## config.mk

```make
export PLATFORM = sky130hd
export DESIGN_NAME = matriz_transposta_seq
export DESIGN_NICKNAME = d
export VERILOG_FILES = /design/src/rtl/matriz_transposta_seq.sv
export SDC_FILE = /design/constraint.sdc
export NUM_CORES = 1
export LEC_CHECK = 0
export ABC_AREA = 1
export CAP_MARGIN = 10
export CELL_PAD_IN_SITES_DETAIL_PLACEMENT = 0
export CELL_PAD_IN_SITES_GLOBAL_PLACEMENT = 1
export CORE_MARGIN = 1.5
export CORE_UTILIZATION = 45
export DETAILED_ROUTE_END_ITERATION = 6
export DONT_BUFFER_PORTS = 1
export PLACE_DENSITY = 0.88
export SETUP_SLACK_MARGIN = 0.02
export SYNTH_ARGS = -nofsm -noshare
export SYNTH_HDL_FRONTEND = slang
export SYNTH_SLANG_ARGS = --single-unit
```

## constraint.sdc

```tcl
create_clock -name clk -period 15.86 [get_ports clk]
set_input_delay 3.965 -clock clk [delete_from_list [all_inputs] [get_ports clk]]
set_output_delay 3.965 -clock clk [all_outputs]
set_load 0.1 [all_outputs]
```

## src/rtl/matriz_transposta_seq.sv

```systemverilog
// Sequential NxN matrix transpose unit: latches a source matrix on start
// and writes one result row per cycle in one of four reorder modes.
module matriz_transposta_seq #(
    parameter int N = 5,
    parameter int W = 8
) (
    input  logic             clk,
    input  logic             rst,
    input  logic             start_transposta,
    input  logic [1:0]       modo,
    input  logic [N*N*W-1:0] matrizA,
    output logic [N*N*W-1:0] matriz_resultante,
    output logic             busy,
    output logic             done_transposta
);

    localparam int RW = (N > 1) ? $clog2(N) : 1;
    localparam logic [RW-1:0] LAST = RW'(N - 1);

    typedef enum logic [1:0] {
        S_IDLE,
        S_RUN,
        S_DONE
    } state_t;

    state_t          r_state;
    state_t          w_next;
    logic [RW-1:0]   r_row;
    logic [RW-1:0]   w_row_inv;
    logic [1:0]      r_mode;
    logic [W-1:0]    r_src [N][N];
    logic [W-1:0]    w_row [N];
    logic [N*N*W-1:0] r_res;
    logic            w_accept;

    assign w_accept  = start_transposta && (r_state != S_RUN);
    assign w_row_inv = LAST - r_row;

    always_ff @(posedge clk) begin
        if (rst) begin
            r_state <= S_IDLE;
        end else begin
            r_state <= w_next;
        end
    end

    always_comb begin
        w_next = r_state;
        unique case (r_state)
            S_IDLE: if (start_transposta) w_next = S_RUN;
            S_RUN:  if (r_row == LAST) w_next = S_DONE;
            S_DONE: w_next = start_transposta ? S_RUN : S_IDLE;
            default: w_next = S_IDLE;
        endcase
    end

    always_comb begin
        busy            = (r_state == S_RUN);
        done_transposta = (r_state == S_DONE);
    end

    // Elements of the current output row, selected by latched mode
    always_comb begin
        for (int c = 0; c < N; c++) begin
            w_row[c] = '0;
            unique case (r_mode)
                2'b00: w_row[c] = r_src[c][r_row];
                2'b01: w_row[c] = r_src[r_row][c];
                2'b10: w_row[c] = r_src[N-1-c][w_row_inv];
                2'b11: w_row[c] = r_src[N-1-c][r_row];
                default: w_row[c] = '0;
            endcase
        end
    end

    always_ff @(posedge clk) begin
        if (rst) begin
            r_row  <= '0;
            r_mode <= '0;
            r_res  <= '0;
            for (int r = 0; r < N; r++) begin
                for (int c = 0; c < N; c++) begin
                    r_src[r][c] <= '0;
                end
            end
        end else if (w_accept) begin
            r_row  <= '0;
            r_mode <= modo;
            for (int r = 0; r < N; r++) begin
                for (int c = 0; c < N; c++) begin
                    r_src[r][c] <= matrizA[W*(c+N*r) +: W];
                end
            end
        end else if (r_state == S_RUN) begin
            for (int r = 0; r < N; r++) begin
                if (r_row == RW'(r)) begin
                    for (int c = 0; c < N; c++) begin
                        r_res[W*(c+N*r) +: W] <= w_row[c];
                    end
                end
            end
            if (r_row != LAST) r_row <= r_row + 1'b1;
        end
    end

    assign matriz_resultante = r_res;

endmodule
```

==> impl_metrics.json, run 1 <==
{
  "cts_buffers": 44,
  "reg2reg_depth": 11,
  "place_congestion": 0.9331,
  "cap_violations": 0,
  "tightest_slew_ps": 1150,
  "insertion_delay_ps": 590,
  "arrival_ps": 6400,
  "port-buffer-count": 0,
  "finalInstanceArea_sq_um": 22400,
  "cts.sinks": 410,
  "hold_path_depth": 3,
  "yosysMostFrequentCell": "nand2_1",
  "grt_pass1_wl_um": 110200,
  "synth.largest_area_cell": "edfxtp_1",
  "synth_area_leaders": "edfxtp_1 29%, dfxtp_1 20%, nand2_1 10%",
  "hold_viol": 0,
  "root_buffer": "clkbuf_16",
  "totalWireLength_um": 76570,
  "ys_types": 28,
  "tns_ps": 0,
  "syn_area_sq_um": 20840,
  "die_y_um": 218.2,
  "fin_crit_sh_pct": 39.14,
  "ctsResizeCount": 0,
  "p_leak_nw": 10.11,
  "setup_viol": 0,
  "yosysSeqAreaShare_pct": 48.98,
  "core_area_sq_um": 45580,
  "cp_common_cell": "buf_4",
  "p_total_mw": 2.919,
  "placementRows": 78,
  "skew_ps": 22.64,
  "period_minus_slack_ps": 6208,
  "synthTopCellsByCount": "572 x nand2_1, 379 x nand3_1, 309 x inv_1",
  "synth_top_area_share_pct": 28.81,
  "syn_inst": 2739,
  "power.density_nw_per_um2": 130.3,
  "ios": 407,
  "worstHoldPathType": "flip-flop to flip-flop",
  "hpwl_um": 52910,
  "required_ps": 16050,
  "maxSlewViolCount": 0,
  "synth_flop_cell": "dfxtp_1",
  "cts.htree.levels": 2,
  "syn2layout_area_growth_pct": 7.443,
  "via_per_inst": 5.723,
  "nets": 2833,
  "fin_ws_ps": 9652,
  "end_kind": "flip-flop",
  "place_ws_ps": 8979,
  "ys.warnings.count": 0,
  "path_cells": "nand2_1 > nand2_4 > buf_4 > buf_4",
  "die_w_um": 218.2,
  "synthesis.nets": 2956,
  "worst-path-stages": 4,
  "clkTransAtPathRegs_ps": 60,
  "drtIter0Drc": 2240,
  "relSlewSlack_pct": 23.28,
  "crit_slowest_cell": "buf_4",
  "drc": 0,
  "slowest_delay_ps": 910,
  "status": "complete, no violations",
  "placed_area_sq_um": 20900,
  "grt_max_degree": 126,
  "rsz0062_at_grt": "no",
  "dr.pass1.iters": 6,
  "grt-ovfl-total": 0,
  "fmax_ghz": 0.1611,
  "wl_per_cell_um": 23.57,
  "drtAntennaViolNets": 0,
  "holdWs_ps": 573.3,
  "drive_gt1_share_pct": 8.686,
  "antenna_found_initial": 1,
  "synth_area_per_cell_sq_um": 7.610,
  "vias": 18590,
  "synth_edf_count": 200,
  "critPathTopFamily": "buffers and inverters",
  "async_flop_share_pct": 0,
  "track_usage_pct": 31.24,
  "post_cts_buffers": 0,
  "clockBufferDepth": 3,
  "dieArea_sq_um": 47620,
  "cp-start-kind": "input port",
  "cts_tree": "built",
  "grt_pass1_vias": 17030,
  "ir_drop_uv": 128.8,
  "crit_path_max_fanout": 84,
  "synth-seq-cells": 410,
  "antenna_cells": 0,
  "postCtsHoldBufs": 0,
  "crit_type": "input port to flip-flop",
  "initial_core_util_pct": 45.74,
  "crit_buf_inv": 2
}
==> worst reg2reg max path: stages, from the launching register on <==
cell	delay [ps]
dfxtp_4	870
inv_6	490
ha_2	490
buf_4	590
inv_2	650
nand3_1	330
nand3_1	220
nand2_1	140
nand2_1	50
nand3_1	160
nand2_2	180
a21oi_1	190
==> where the power goes <==
| group | leakage, nW | switching, mW | internal [mW] | total (mW) |
|---|---|---|---|---|
| sequential | 3.87 | 0.211 | 1.18 | 1.39 |
| clock | 0.717 | 0.443 | 0.592 | 1.03 |
| combinational | 5.53 | 0.372 | 0.118 | 0.490 |
==> per-layer routing <==
metal / vias up / global-route usage (%) / routed length (um)
met1: 8771 / 39.70 / 29870
li1: 8652 / - / -
met5: - / 0 / 0
met4: 0 / 15.20 / 3832
met2: 1006 / 50.06 / 35200
met3: 160 / 7.126 / 7670
==> sequential cells by signal, summed over array words and instances (netlist names), named ones only <==
name,cells
matriz_resultante,200
r_mode,2
r_row,3
r_src,200
r_state,2
==> path summary, 6_finish.rpt <==
path,start,endpoint,slack [ps]
min reg2reg,r_state[0],r_state[0],570
max reg2reg,r_row[0],matriz_resultante[34],11440
min,r_state[0],r_state[0],570
max,start_transposta,r_src[0][3],9650
==> metrics by stage <==
step | std cells | utilization, %
finish | 3248 | 49.14
global placement | 3169 | 45.85
global route | 3248 | 49.14
floorplan | 2739 | -
detailed placement | 3169 | 45.85
CTS | 3247 | 49.08
==> cell usage in the layout (no fill, tap or decap), types with 3 or more instances in the layout <==
cell       instances
a21oi_1          237
a21oi_2           15
buf_4             22
clkbuf_1           7
clkbuf_16         46
clkbuf_8           4
clkinv_2           5
clkinv_4           3
dfxtp_1          207
edfxtp_1         200
ha_1               7
ha_2               5
inv_1            307
inv_2              8
inv_6              3
nand2_1          571
nand2_2           37
nand2_4            4
nand3_1          378
nand3_2           25
nor2_1           274
nor2_2            21
nor2_4            16
o21ai_0          173
o21ai_1           43
o22ai_1           10
==> logic make-up (layout without fill, tap and decap cells) <==
group	after synthesis	count (layout)	synth area share [%]
compound gates	480	480	11.88
fa+ha+maj	12	12	0.7203
buf+inv	510	419	10.28
flops	410	410	48.98
simple gates	1327	1327	28.15
==> layout make-up <==
type	instances	area, sq um
Fill cell	4482	23180
Sequential cell	410	10220
Multi-Input combinational cell	1819	8558
Clock buffer	57	1232
Inverter	318	1204
Tap cell	600	750.7
Clock inverter	21	240.2
Timing Repair Buffer	23	192.7
Note: power is estimated with default switching activity, not from simulation.
==> run 2, diff against run 1 <==
==> constraint.sdc (replaced) <==
create_clock -name clk -period 6.1 [get_ports clk]
set_input_delay 1.525 -clock clk [delete_from_list [all_inputs] [get_ports clk]]
set_output_delay 1.525 -clock clk [all_outputs]
set_load 0.1 [all_outputs]
==> run 2 against run 1 <==
  * Die area is the same
  * First-iteration DRC count fell by 1.9%
  * Combinational power grew to 2.6 times the previous value
  * Sequential power grew to 2.6 times the previous value
  * Highest routed layer unchanged
==> impl_metrics.json, run 2 (synthesis results as in run 1) <==
{
  "wl_per_cell_um": 23.44,
  "ctsResizeCount": 0,
  "fmax_ghz": 0.2716,
  "skew_ps": 22.26,
  "finalNonFillerCells": 3241,
  "insertion_delay_ps": 580,
  "dieArea_sq_um": 47620,
  "grt_pass1_wl_um": 109700,
  "core_area_sq_um": 45580,
  "postCtsHoldBufs": 0,
  "antenna_cells": 0,
  "relSlewSlack_pct": 20.19,
  "cap_violations": 0,
  "tightest_slew_ps": 1196,
  "power.density_nw_per_um2": 337.5,
  "cts_buffers": 41,
  "antenna_found_initial": 0,
  "grt_max_degree": 144,
  "initial_core_util_pct": 45.74,
  "root_buffer": "clkbuf_16",
  "grt-ovfl-total": 0,
  "drc": 0,
  "syn2layout_area_growth_pct": 7.113,
  "layout_commonest_cell": "nand2_1",
  "crit_buf_inv": 3,
  "ir_drop_uv": 291.7,
  "cts.htree.levels": 2,
  "p_total_mw": 7.536,
  "drtAntennaViolNets": 0,
  "post_cts_buffers": 0,
  "totalWireLength_um": 75960,
  "ios": 407,
  "crit_slowest_cell": "inv_2",
  "final_util_pct": 48.99,
  "via_per_inst": 5.774,
  "drtIter0Drc": 2197,
  "critPathTopFamily": "buffers and inverters",
  "worstHoldPathType": "flip-flop to flip-flop",
  "tns_ps": 0,
  "dp_cells": 3165,
  "die_y_um": 218.2,
  "port-buffer-count": 0,
  "dr.pass1.iters": 6,
  "vias": 18710,
  "setup_viol": 0,
  "path_cells": "inv_2 > ha_1 > buf_4 > inv_2 > nand3_1 > nand3_1 > nand2_1 > nand2_1 > nand3_2 > nand2_2 > a21oi_1",
  "arrival_ps": 4090,
  "status": "complete, no violations",
  "clockBufferDepth": 3,
  "period_minus_slack_ps": 3682,
  "end_kind": "flip-flop",
  "crit_path_max_fanout": 44,
  "rsz0062_at_grt": "no",
  "grt_pass1_vias": 17550,
  "hpwl_um": 53940,
  "final_cell_mix": "571 x nand2_1, 378 x nand3_1, 307 x inv_1, 274 x nor2_1, 237 x a21oi_1",
  "cts.sinks": 410,
  "placed_area_sq_um": 20890,
  "fin_crit_sh_pct": 60.35,
  "crit_type": "flip-flop to flip-flop",
  "maxSlewViolCount": 0,
  "clkTransAtPathRegs_ps": 60,
  "slowest_delay_ps": 790,
  "finalInstanceArea_sq_um": 22330,
  "track_usage_pct": 30.95,
  "p_leak_nw": 10.08,
  "nets": 2825,
  "drive_gt1_share_pct": 8.368,
  "required_ps": 6510,
  "cp-start-kind": "flip-flop",
  "die_w_um": 218.2,
  "cts_tree": "built",
  "place_congestion": 0.9782,
  "hold_viol": 0,
  "placementRows": 78
}
-- run 2: layout make-up --
class,instances,area [sq um]
Clock buffer,56,1205
Clock inverter,20,230.2
Fill cell,4468,23250
Inverter,318,1204
Multi-Input combinational cell,1819,8559
Sequential cell,410,10220
Tap cell,600,750.7
Timing Repair Buffer,18,160.2
-- run 2: worst reg2reg max path: cells and delay by family (launching register included) --
kind,cells,cell delay (ps)
AO/OA/AOI/OAI,1,130
buffers and inverters,3,1860
flip-flops,1,310
adder cells (fa/ha/maj),1,380
AND/OR/NAND/NOR,6,830
-- run 2: where the power goes --
| group | internal [mW] | leakage (nW) | switching [mW] |
|---|---|---|---|
| Clock | 1.57 | 0.707 | 1.08 |
| Sequential | 3.08 | 3.87 | 0.554 |
| Combinational | 0.306 | 5.50 | 0.953 |
| Total | 4.95 | 10.1 | 2.59 |
-- run 2: worst paths after layout --
| check | from | end | slack [ps] | cells after the start |
|---|---|---|---|---|
| min | r_state[0] | r_state[0] | 580 | 3 |
| max | r_row[1] | matriz_resultante[83] | 2420 | 11 |
| min reg2reg | r_state[0] | r_state[0] | 580 | 3 |
| max reg2reg | r_row[1] | matriz_resultante[83] | 2420 | 11 |
-- run 2: metal layers --
layer | GRT usage (%) | routed length (um) | up-vias
li1 | - | - | 8646
met1 | 38.91 | 29320 | 8793
met2 | 49.75 | 34660 | 1073
met3 | 7.251 | 7970 | 200
met4 | 15.54 | 4007 | 0
met5 | 0 | 0 | -
-- run 2: stage by stage --
step	hold slack, ps	setup WS, ps
2_1_floorplan	511.0	1290
3_3_place_gp	548.6	2538
3_5_place_dp	583.8	2488
4_1_cts	593.8	2524
5_1_grt	612.5	2295
6_report	582.8	2418
